===== src/rtl/fp_mul_arbiter.sv =====
// Round-robin front end that time-shares one single-precision multiplier among
// NUM_REQ requesters and returns tagged results, with a watchdog on mul_done_i.
module fp_mul_arbiter #(
   parameter int NUM_REQ = 4,
   parameter int ID_W    = 2,
   parameter int TIMEOUT = 64
) (
   input  logic                    clk,
   input  logic                    rst_n,
   input  logic [NUM_REQ-1:0]      req_valid_i,
   output logic [NUM_REQ-1:0]      req_ready_o,
   input  logic [NUM_REQ*32-1:0]   req_a_i,
   input  logic [NUM_REQ*32-1:0]   req_b_i,
   output logic                    rsp_valid_o,
   input  logic                    rsp_ready_i,
   output logic [ID_W-1:0]         rsp_id_o,
   output logic [31:0]             rsp_product_o,
   output logic [4:0]              rsp_flags_o,
   output logic                    mul_start_o,
   output logic [31:0]             mul_a_o,
   output logic [31:0]             mul_b_o,
   input  logic                    mul_done_i,
   input  logic                    mul_nan_i,
   input  logic                    mul_inf_i,
   input  logic                    mul_ovf_i,
   input  logic                    mul_unf_i,
   input  logic [31:0]             mul_product_i,
   output logic                    busy_o
);

   localparam int                CNT_W    = $clog2(TIMEOUT);
   localparam logic [CNT_W-1:0]  CNT_LAST = CNT_W'(TIMEOUT - 1);
   localparam logic [31:0]       QNAN     = 32'h7FC0_0000;

   typedef enum logic [1:0] {
      S_IDLE  = 2'd0,
      S_ISSUE = 2'd1,
      S_WAIT  = 2'd2,
      S_RESP  = 2'd3
   } state_e;

   state_e              state_q;
   logic [ID_W-1:0]     ptr_q;
   logic [CNT_W-1:0]    cnt_q;
   logic                done_q;
   logic                mul_start_q;
   logic [31:0]         mul_a_q;
   logic [31:0]         mul_b_q;
   logic                rsp_valid_q;
   logic [ID_W-1:0]     rsp_id_q;
   logic [31:0]         rsp_product_q;
   logic [4:0]          rsp_flags_q;
   logic                busy_q;

   logic                grant_vld_s;
   logic [ID_W-1:0]     grant_id_s;
   logic [ID_W-1:0]     idx_s;
   logic [ID_W:0]       scan_s;
   logic [NUM_REQ-1:0]  grant_oh_s;
   logic [31:0]         grant_a_s;
   logic [31:0]         grant_b_s;

   function automatic logic [ID_W-1:0] next_ptr(input logic [ID_W-1:0] id);
      next_ptr = (id == ID_W'(NUM_REQ - 1)) ? '0 : id + ID_W'(1);
   endfunction

   // First valid requester at or after the pointer, wrapping modulo NUM_REQ.
   always_comb begin
      grant_vld_s = 1'b0;
      grant_id_s  = '0;
      scan_s      = '0;
      idx_s       = '0;
      for (int i = 0; i < NUM_REQ; i++) begin
         scan_s = {1'b0, ptr_q} + (ID_W+1)'(i);
         idx_s  = (scan_s >= (ID_W+1)'(NUM_REQ)) ? ID_W'(scan_s - (ID_W+1)'(NUM_REQ))
                                                 : scan_s[ID_W-1:0];
         if (!grant_vld_s && req_valid_i[idx_s]) begin
            grant_vld_s = 1'b1;
            grant_id_s  = idx_s;
         end else begin
            grant_vld_s = grant_vld_s;
         end
      end
   end

   // One-hot decode of the grant and operand selection.
   always_comb begin
      grant_oh_s = '0;
      grant_a_s  = '0;
      grant_b_s  = '0;
      for (int k = 0; k < NUM_REQ; k++) begin
         if (grant_vld_s && (grant_id_s == ID_W'(k))) begin
            grant_oh_s[k] = 1'b1;
            grant_a_s     = req_a_i[32*k +: 32];
            grant_b_s     = req_b_i[32*k +: 32];
         end else begin
            grant_oh_s[k] = 1'b0;
         end
      end
   end

   assign req_ready_o   = (state_q == S_IDLE) ? grant_oh_s : '0;
   assign rsp_valid_o   = rsp_valid_q;
   assign rsp_id_o      = rsp_id_q;
   assign rsp_product_o = rsp_product_q;
   assign rsp_flags_o   = rsp_flags_q;
   assign mul_start_o   = mul_start_q;
   assign mul_a_o       = mul_a_q;
   assign mul_b_o       = mul_b_q;
   assign busy_o        = busy_q;

   // Scheduler FSM with registered outputs; done edge qualified against done_q.
   always_ff @(posedge clk or negedge rst_n) begin
      if (!rst_n) begin
         state_q       <= S_IDLE;
         ptr_q         <= '0;
         cnt_q         <= '0;
         done_q        <= 1'b0;
         mul_start_q   <= 1'b0;
         mul_a_q       <= '0;
         mul_b_q       <= '0;
         rsp_valid_q   <= 1'b0;
         rsp_id_q      <= '0;
         rsp_product_q <= '0;
         rsp_flags_q   <= '0;
         busy_q        <= 1'b0;
      end else begin
         done_q <= mul_done_i;
         case (state_q)
            S_IDLE: begin
               if (grant_vld_s) begin
                  mul_a_q     <= grant_a_s;
                  mul_b_q     <= grant_b_s;
                  rsp_id_q    <= grant_id_s;
                  mul_start_q <= 1'b1;
                  busy_q      <= 1'b1;
                  state_q     <= S_ISSUE;
               end
            end
            S_ISSUE: begin
               mul_start_q <= 1'b0;
               cnt_q       <= '0;
               state_q     <= S_WAIT;
            end
            S_WAIT: begin
               if (mul_done_i && !done_q) begin
                  rsp_product_q <= mul_product_i;
                  rsp_flags_q   <= {1'b0, mul_unf_i, mul_ovf_i, mul_inf_i, mul_nan_i};
                  rsp_valid_q   <= 1'b1;
                  state_q       <= S_RESP;
               end else if (cnt_q == CNT_LAST) begin
                  rsp_product_q <= QNAN;
                  rsp_flags_q   <= 5'b10001;
                  rsp_valid_q   <= 1'b1;
                  state_q       <= S_RESP;
               end else begin
                  cnt_q <= cnt_q + CNT_W'(1);
               end
            end
            S_RESP: begin
               if (rsp_ready_i) begin
                  rsp_valid_q <= 1'b0;
                  busy_q      <= 1'b0;
                  ptr_q       <= next_ptr(rsp_id_q);
                  state_q     <= S_IDLE;
               end
            end
            default: begin
               mul_start_q <= 1'b0;
               rsp_valid_q <= 1'b0;
               busy_q      <= 1'b0;
               state_q     <= S_IDLE;
            end
         endcase
      end
   end

endmodule


===== config.mk =====
export PLATFORM = sky130hd
export DESIGN_NAME = fp_mul_arbiter
export DESIGN_NICKNAME = d
export VERILOG_FILES = /design/src/rtl/fp_mul_arbiter.sv
export SDC_FILE = /design/constraint.sdc
export NUM_CORES = 1
export LEC_CHECK = 0
export CAP_MARGIN = 0
export CORE_AREA = 2 2 159 161
export CTS_BUF_LIST = sky130_fd_sc_hd__clkbuf_8
export DETAILED_ROUTE_END_ITERATION = 12
export DIE_AREA = 0 0 161 163
export GPL_TIMING_DRIVEN = 0
export HOLD_SLACK_MARGIN = 0.12
export PLACE_DENSITY = 0.71
export SLEW_MARGIN = 20
export SYNTH_ARGS = -nofsm -noshare
export SYNTH_HDL_FRONTEND = slang
export SYNTH_SLANG_ARGS = --single-unit

===== constraint.sdc =====
create_clock -name clk -period 4.85 [get_ports clk]
set_input_delay 0.485 -clock clk [delete_from_list [all_inputs] [get_ports clk]]
set_output_delay 0.485 -clock clk [all_outputs]
set_load 0.02 [all_outputs]

==> results of run 1 <==
critical path: stages:
cell and delay [ps]:
clkdlybuf4s50_1 540, nor2_1 90, nor4b_2 320, or2_1 140
buf_2 240, buf_6 220, buf_2 280, nand2_1 110
nor2_1 90, clkdlybuf4s50_1 620
power groups by stage:
| stage | sequential [mW] | combinational, mW | clock [mW] |
|---|---|---|---|
| 3_3_place_gp | 1.71 | 3.69 | 0 |
| 5_1_grt | 1.77 | 3.97 | 1.05 |
| 2_1_floorplan | 2.22 | 1.48 | 0 |
| 4_1_cts | 1.71 | 3.75 | 1.01 |
| 3_5_place_dp | 1.73 | 3.73 | 0 |
| 6_report | 1.71 | 3.70 | 0.975 |
placed cells by master, fill, tap and decap left out, drive strengths merged, types with 6 or more instances in the layout:
master	Yosys	final
mux2i	65	65
clkbuf	28	45
o21ai	7	7
clkdlybuf4s50	0	408
dfrtp	117	117
a221oi	64	64
a211oi	66	66
o22a	9	9
inv	5	10
buf	20	22
a22o	27	27
ha	7	7
nand2	15	15
nor2b	6	6
nor2	77	77
clkinv	0	6
metrics by stage:
stage	util (%)	total power, mW	area, sq um	hold slack (ps)	std cells
2_1_floorplan	-	3.69	6040	189	547
3_3_place_gp	42.7	5.40	10500	469	1286
3_5_place_dp	42.9	5.46	10600	415	1287
4_1_cts	44.6	6.47	11000	481	1320
5_1_grt	44.6	6.80	11000	481	1321
6_report	44.6	6.39	11000	495	1322
layer usage:
metal / GRT usage, % / part of all wire, %
met1: 23.2 / 40
met2: 34.3 / 49
met3: 6.98 / 8.1
met4: 6.29 / 2.4
met5: 0 / 0.049
state kept, by name, indices dropped and copies added (netlist names), 2 cells and up:
signal / cells
cnt_q: 6
mul_a_o: 32
mul_b_o: 32
ptr_q: 2
rsp_flags_o: 5
rsp_id_o: 2
rsp_product_o: 32
state_q: 2
kinds of logic after synthesis:
logic type	after synthesis	share of synthesized area (%)
AOI/OAI and AO/OA	182	25.5
xor gates and xnor gates	4	0.580
adders and majority gates	7	1.45
buffers and inverters	53	4.20
DFF	117	48.5
muxes	67	11.1
and+or+nand+nor	117	8.64
worst max-delay path by stage:
stage,from,end,slack [ps],cells after the start
CTS,req_valid_i[1],req_ready_o[3],1180,10
detailed placement,req_valid_i[3],req_ready_o[3],1200,10
floorplan,req_valid_i[0],req_ready_o[0],2460,7
global route,req_valid_i[0],req_ready_o[3],1000,10
global placement,rst_n,rsp_product_o[5]$_DFFE_PN0P_,-1700,1
finish,req_valid_i[1],req_ready_o[3],1220,10
synth_stat cells, drive strengths merged (6+ instances only):
| cell | count |
|---|---|
| a22o | 27 |
| buf | 20 |
| o21ai | 7 |
| nand2 | 15 |
| a211oi | 66 |
| a221oi | 64 |
| mux2i | 65 |
| clkbuf | 28 |
| nor2 | 77 |
| dfrtp | 117 |
| ha | 7 |
| o22a | 9 |
| nor2b | 6 |
repair_timing:
action | 4_1_cts | 5_1_grt
hold buffers | 1 | 0
hold endpoints to repair | 47 | 0
gates resized for setup | 0 | 0
cell type report:
cell class | instances | area share, %
diodes | 2 | 0.0455
plain buffers | 48 | 2.14
clock buffers | 17 | 2.13
clock inverters | 15 | 1.61
inverters | 5 | 0.171
multi-input cells | 377 | 26.0
flip-flops and latches | 117 | 26.6
well taps | 330 | 3.75
repair buffers | 411 | 37.6
==> key figures, run 1 <==
Timing
  – Final setup margin: 1220 ps
  – RSZ-0062 raised after global routing: false
  – Measured slew at the worst slew-check pin: 1080 ps
  – Min Tclk post-route: 3630 ps
  – Max-slew violations: 0
  – Setup violations, final: 0
  – Setup TNS: 0 ps
  – Max Clock Skew: between 15 and 20 ps
  – Fin crit share: 74.8%
  – Slew headroom: 27.4%
  – Final Hold Fails: 0
  – FMAX: 0.275 GHz

Clock network
  – H-tree levels: 4
  – Root buf cell: clkbuf_8
  – TritonCTS buffer count: 17
  – CTS Buffer Depth: 2
  – Clk sinks: 117
  – CTS tree: yes
  – Setup bufs post-CTS: 0
  – Reg clk slew, reported paths: 70 ps
  – Clock Latency Late Sink: 440 ps

Route
  – # DRC: 0
  – Drt first-iter violations: 294
  – Routed Wire Length: ~27000 um
  – Routed vias/inst: 4.82
  – Remaining antenna violation count: 0
  – Via count: 6372
  – WL/cell: 20.3 um
  – DR pass1 iterations: 4

Critical path
  – Crit end category: primary output
  – Worst R2R Start: state_q[0]$_DFFE_PN0P_
  – Crit Path Max Fanout: 10
  – Worst EP arrival: between 3000 and 4000 ps
  – RR Endpoint: mul_a_o[26]$_DFFE_PN0P_
  – Worst reg-to-reg setup slack: between 1500 and 2000 ps
  – Critical path required time: 4370 ps
  – Worst reg-to-reg path cell count: 7
  – Startpoint Class: primary input
  – CP Class: primary input to primary output

Yosys
  – Post-synth top area share: 48.5%
  – Number of library cell types mapped by synthesis: 41
  – Net count after synthesis: 854
  – Cell taking the most area after synthesis: dfrtp_1
  – Area contributors post-synth: dfrtp_1, mux2i_1, a221oi_1, a211oi_1, nor2_1
  – Syn. warnings: 0
  – Post-synth EDFFs: 0
  – Synth Area per Inst: 11.0 sq um
  – Ys async rst share: 100%
  – Sequential area share after synthesis: 48.5%
  – Netlist Area Pre-Place: 6040 sq um
  – Mapped Cells: around 550
  – Number of synthesized register bits: 117
  – Primary FF master, synth: dfrtp_1

Pwr
  – Sw frac: 42.9%
  – Clock power frac: between 10% and 20%
  – Worst VDD drop: 0.247 mV
  – Leakage: 4.34 nW
  – Seq pwr share: 26.8%
  – Combinational fraction of design power: 57.9%
  – Int Pwr: 3.65 mW
  – Power per cell area: 581 nW/um^2
  – Psw: 2.74 mW

Global routing
  – Initial antenna violation count: 4
  – Largest net degree at the start of global routing: 71
  – Global-route wire length before repair: 39000 um
  – Vias in the first global route: approximately 6700
  – Grt ovf: 0
  – Gr usage total: 19.9%

Min path
  – Hold Path Depth: 1
  – HP Class: flop to flop
  – HP Start: rsp_product_o[30]$_DFFE_PN0P_
  – Hold EP: rsp_product_o[30]$_DFFE_PN0P_

Placement
  – DP Wirelength: between 20000 and 25000 um
  – Pre-CTS setup slack: around 1200 ps
  – I/O Buffers: ~410
  – Placer Congestion: 0.841

Floorplanning
  – Die height: 163 um
  – Die width: 161 um
  – Die Footprint: 26200 sq um
  – Core area: roughly 25000 sq um
  – Initial core utilization: 24.5%
  – Core Rows: 58
  – # IOs: just over 400

Final layout
  – Final nets: between 1000 and 1500
  – Layout Area Growth over Synthesis: 82.2%
  – Ratio of cells with drive above 1 in the final layout: under 10%
  – FF/Latch Area: between 2000 and 3000 sq um
  – FILL cells: 2379
  – Multi-input logic area: 2860 sq um

Job
  – Max-Cap Viols: 0

Status
  – Status: finished clean
Power figures use the tool's default switching activity.
==> run 2, diff against run 1 <==
--- a/config.mk
+++ b/config.mk
@@ -6,13 +6,13 @@
 export NUM_CORES = 1
 export LEC_CHECK = 0
 export CAP_MARGIN = 0
-export CORE_AREA = 2 2 159 161
+export CORE_AREA = 2 2 160 162
 export CTS_BUF_LIST = sky130_fd_sc_hd__clkbuf_8
 export DETAILED_ROUTE_END_ITERATION = 12
-export DIE_AREA = 0 0 161 163
+export DIE_AREA = 0 0 162 164
 export GPL_TIMING_DRIVEN = 0
 export HOLD_SLACK_MARGIN = 0.12
-export PLACE_DENSITY = 0.71
+export PLACE_DENSITY = 0.73
 export SLEW_MARGIN = 20
 export SYNTH_ARGS = -nofsm -noshare
 export SYNTH_HDL_FRONTEND = slang
==> constraint.sdc (replaced) <==
create_clock -name clk -period 3.1 [get_ports clk]
set_input_delay 0.31 -clock clk [delete_from_list [all_inputs] [get_ports clk]]
set_output_delay 0.31 -clock clk [all_outputs]
set_load 0.02 [all_outputs]
==> key figures, run 2 (same netlist as run 1, synthesis figures left out) <==
Critical path
  – Buf/Inv on CP: 4
  – Most frequent cell on the critical path: clkdlybuf4s50_1
  – Critical path required time: 2790 ps
  – CP top delay family: buffers and inverters
  – CP cell instances: clkdlybuf4s50_1, nor2b_1, nor4_2, or2_1, buf_2, buf_12, nor3b_1, clkdlybuf4s50_1
  – Crit Path Max Fanout: 19
  – Critical-path cell with the highest stage delay: clkdlybuf4s50_1
  – CP Class: primary input to primary output
  – Worst EP arrival: 2660 ps
  – Max incr delay on CP: around 640 ps
  – Crit end category: primary output
  – Startpoint Class: primary input

Route
  – DR pass1 iterations: 6
  – WL/cell: about 20 um
  – Routed vias/inst: 4.84
  – Drt first-iter violations: 346
  – Via count: 6400
  – # DRC: 0
  – Routed Wire Length: roughly 27000 um
  – Remaining antenna violation count: 0

Pwr
  – Clock power frac: 14.5%
  – Leakage: 4.35 nW
  – Int Pwr: ~5.6 mW
  – Psw: 4.30 mW
  – Sw frac: 43.4%
  – Worst VDD drop: ~0.38 mV
  – Combinational fraction of design power: 58.4%
  – Seq pwr share: 27.1%
  – Power per cell area: 900 nW/um^2

Clock network
  – CTS Buffer Depth: 2
  – TritonCTS buffer count: 17
  – Reg clk slew, reported paths: 90 ps
  – Clk sinks: 117
  – Clock Latency Late Sink: 430 ps
  – CTS tree: yes
  – Root buf cell: clkbuf_8
  – H-tree levels: 4

Final layout
  – FILL cells: 2391
  – Ratio of cells with drive above 1 in the final layout: 8.08%
  – Layout Area Growth over Synthesis: 82.3%
  – Non-filler cells, final: 1322
  – Most common cell after layout, fill and taps aside: clkdlybuf4s50_1
  – Most frequent cells in the layout: clkdlybuf4s50_1, dfrtp_1, nor2_1
  – FF/Latch Area: 2930 sq um
  – Multi-input logic area: 2880 sq um
  – Layout Utilization: 44.4%
  – Final nets: ~1300

Floorplanning
  – Die height: around 160 um
  – # IOs: 410
  – Initial core utilization: 24.3%
  – Die Footprint: 26600 sq um
  – Core Rows: 58
  – Die width: 162 um
  – Core area: 24800 sq um

Timing
  – Setup TNS: 0 ps
  – Setup violations, final: 0
  – Slew headroom: 40.7%
  – Final Hold Fails: 0
  – Hold WS: approximately 360 ps
  – Min Tclk post-route: 2970 ps
  – Final setup margin: 128 ps
  – Fin crit share: 95.9%
  – Max Clock Skew: ~11 ps
  – FMAX: between 0.3 and 0.4 GHz
  – Measured slew at the worst slew-check pin: between 800 and 900 ps
  – Max-slew violations: 0

Global routing
  – Global-route wire length before repair: 38900 um
  – Grt ovf: 0
  – Vias in the first global route: 6479
  – Gr usage total: 19.6%
  – Initial antenna violation count: 2
  – Largest net degree at the start of global routing: between 60 and 70

Job
  – Max-Cap Viols: 0

Placement
  – Placed cell count: 1287
  – Pre-CTS setup slack: -318 ps
  – I/O Buffers: 409
  – Placer Congestion: approximately 0.8
  – DP Wirelength: around 21000 um

Min path
  – HP Class: primary input to flop

Status
  – Status: finished clean
==> run 2: cell types whose count changed in the layout (fill, tap and decap cells not counted), moves of 2 or more <==
cell             change
clkinvlp_4           +3
clkdlybuf4s50_1      -2
bufinv_16            -2
clkinv_4             -2
inv_8                +2
clkinv_2             -2
==> run 2: worst reg2reg max path: stages, from the launching register on <==
cell and delay [ps]:
dfrtp_1 410, inv_1 130, ha_1 310, nor2b_1 450, o21ai_2 380, clkbuf_1 390, a221oi_1 540, a211oi_1 90
==> run 2: power by group through the flow <==
stage	registers, mW	logic [mW]	clock network (mW)
after floorplan	3.47	2.31	0
final	2.69	5.79	1.43
after global placement	2.69	5.75	0
after global routing	2.77	6.22	1.57
after detailed placement	2.71	5.82	0
after CTS	2.69	5.86	1.49
==> run 2: final cells by class <==
class	instances	share of cell area [%]
Sequential cell	117	26.6
Inverter	5	0.170
Buffer	47	2.18
Antenna cell	2	0.0455
Timing Repair Buffer	412	37.6
Tap cell	330	3.75
Clock inverter	14	1.27
Multi-Input combinational cell	377	26.1
Clock buffer	18	2.25
==> run 2: timing repair <==
item,4_1_cts,5_1_grt
endpoints found under the hold margin,52,0
buffers inserted,1,0
pin swaps,1,0
hold buffers,1,0
gates resized for setup,4,5
setup endpoints to repair,4,19
==> run 2: routing by layer <==
| metal | global-route usage [%] | part of all wire [%] | vias up | wire length, um |
|---|---|---|---|---|
| li1 | - | - | 2991 | - |
| met1 | 23.1 | 40 | 3105 | 10900 |
| met2 | 34.8 | 50 | 286 | 13500 |
| met3 | 6.11 | 8.3 | 18 | 2230 |
| met4 | 4.99 | 1.5 | 0 | 394 |
| met5 | 0 | 0 | - | 0 |
==> run 2: path summary, 6_finish.rpt <==
path / depth (start not counted) / end / slack (ps) / start
max: 8 / req_ready_o[0] / 130 / req_valid_i[0]
min: 1 / done_q$_DFF_PN0_ / 360 / mul_done_i
max reg2reg: 7 / mul_a_o[21]$_DFFE_PN0P_ / 270 / state_q[0]$_DFFE_PN0P_
min reg2reg: 1 / rsp_product_o[29]$_DFFE_PN0P_ / 490 / rsp_product_o[29]$_DFFE_PN0P_
max in group asynchronous: 3 / mul_a_o[9]$_DFFE_PN0P_ / 1960 / rst_n
min in group asynchronous: 2 / mul_a_o[25]$_DFFE_PN0P_ / 390 / rst_n
==> run 2: per-stage QoR <==
| stage | area, sq um | total power, mW |
|---|---|---|
| 2_1_floorplan | 6040 | 5.78 |
| 3_3_place_gp | 10500 | 8.44 |
| 3_5_place_dp | 10600 | 8.53 |
| 4_1_cts | 11000 | 10.0 |
| 5_1_grt | 11000 | 10.6 |
| 6_report | 11000 | 9.91 |
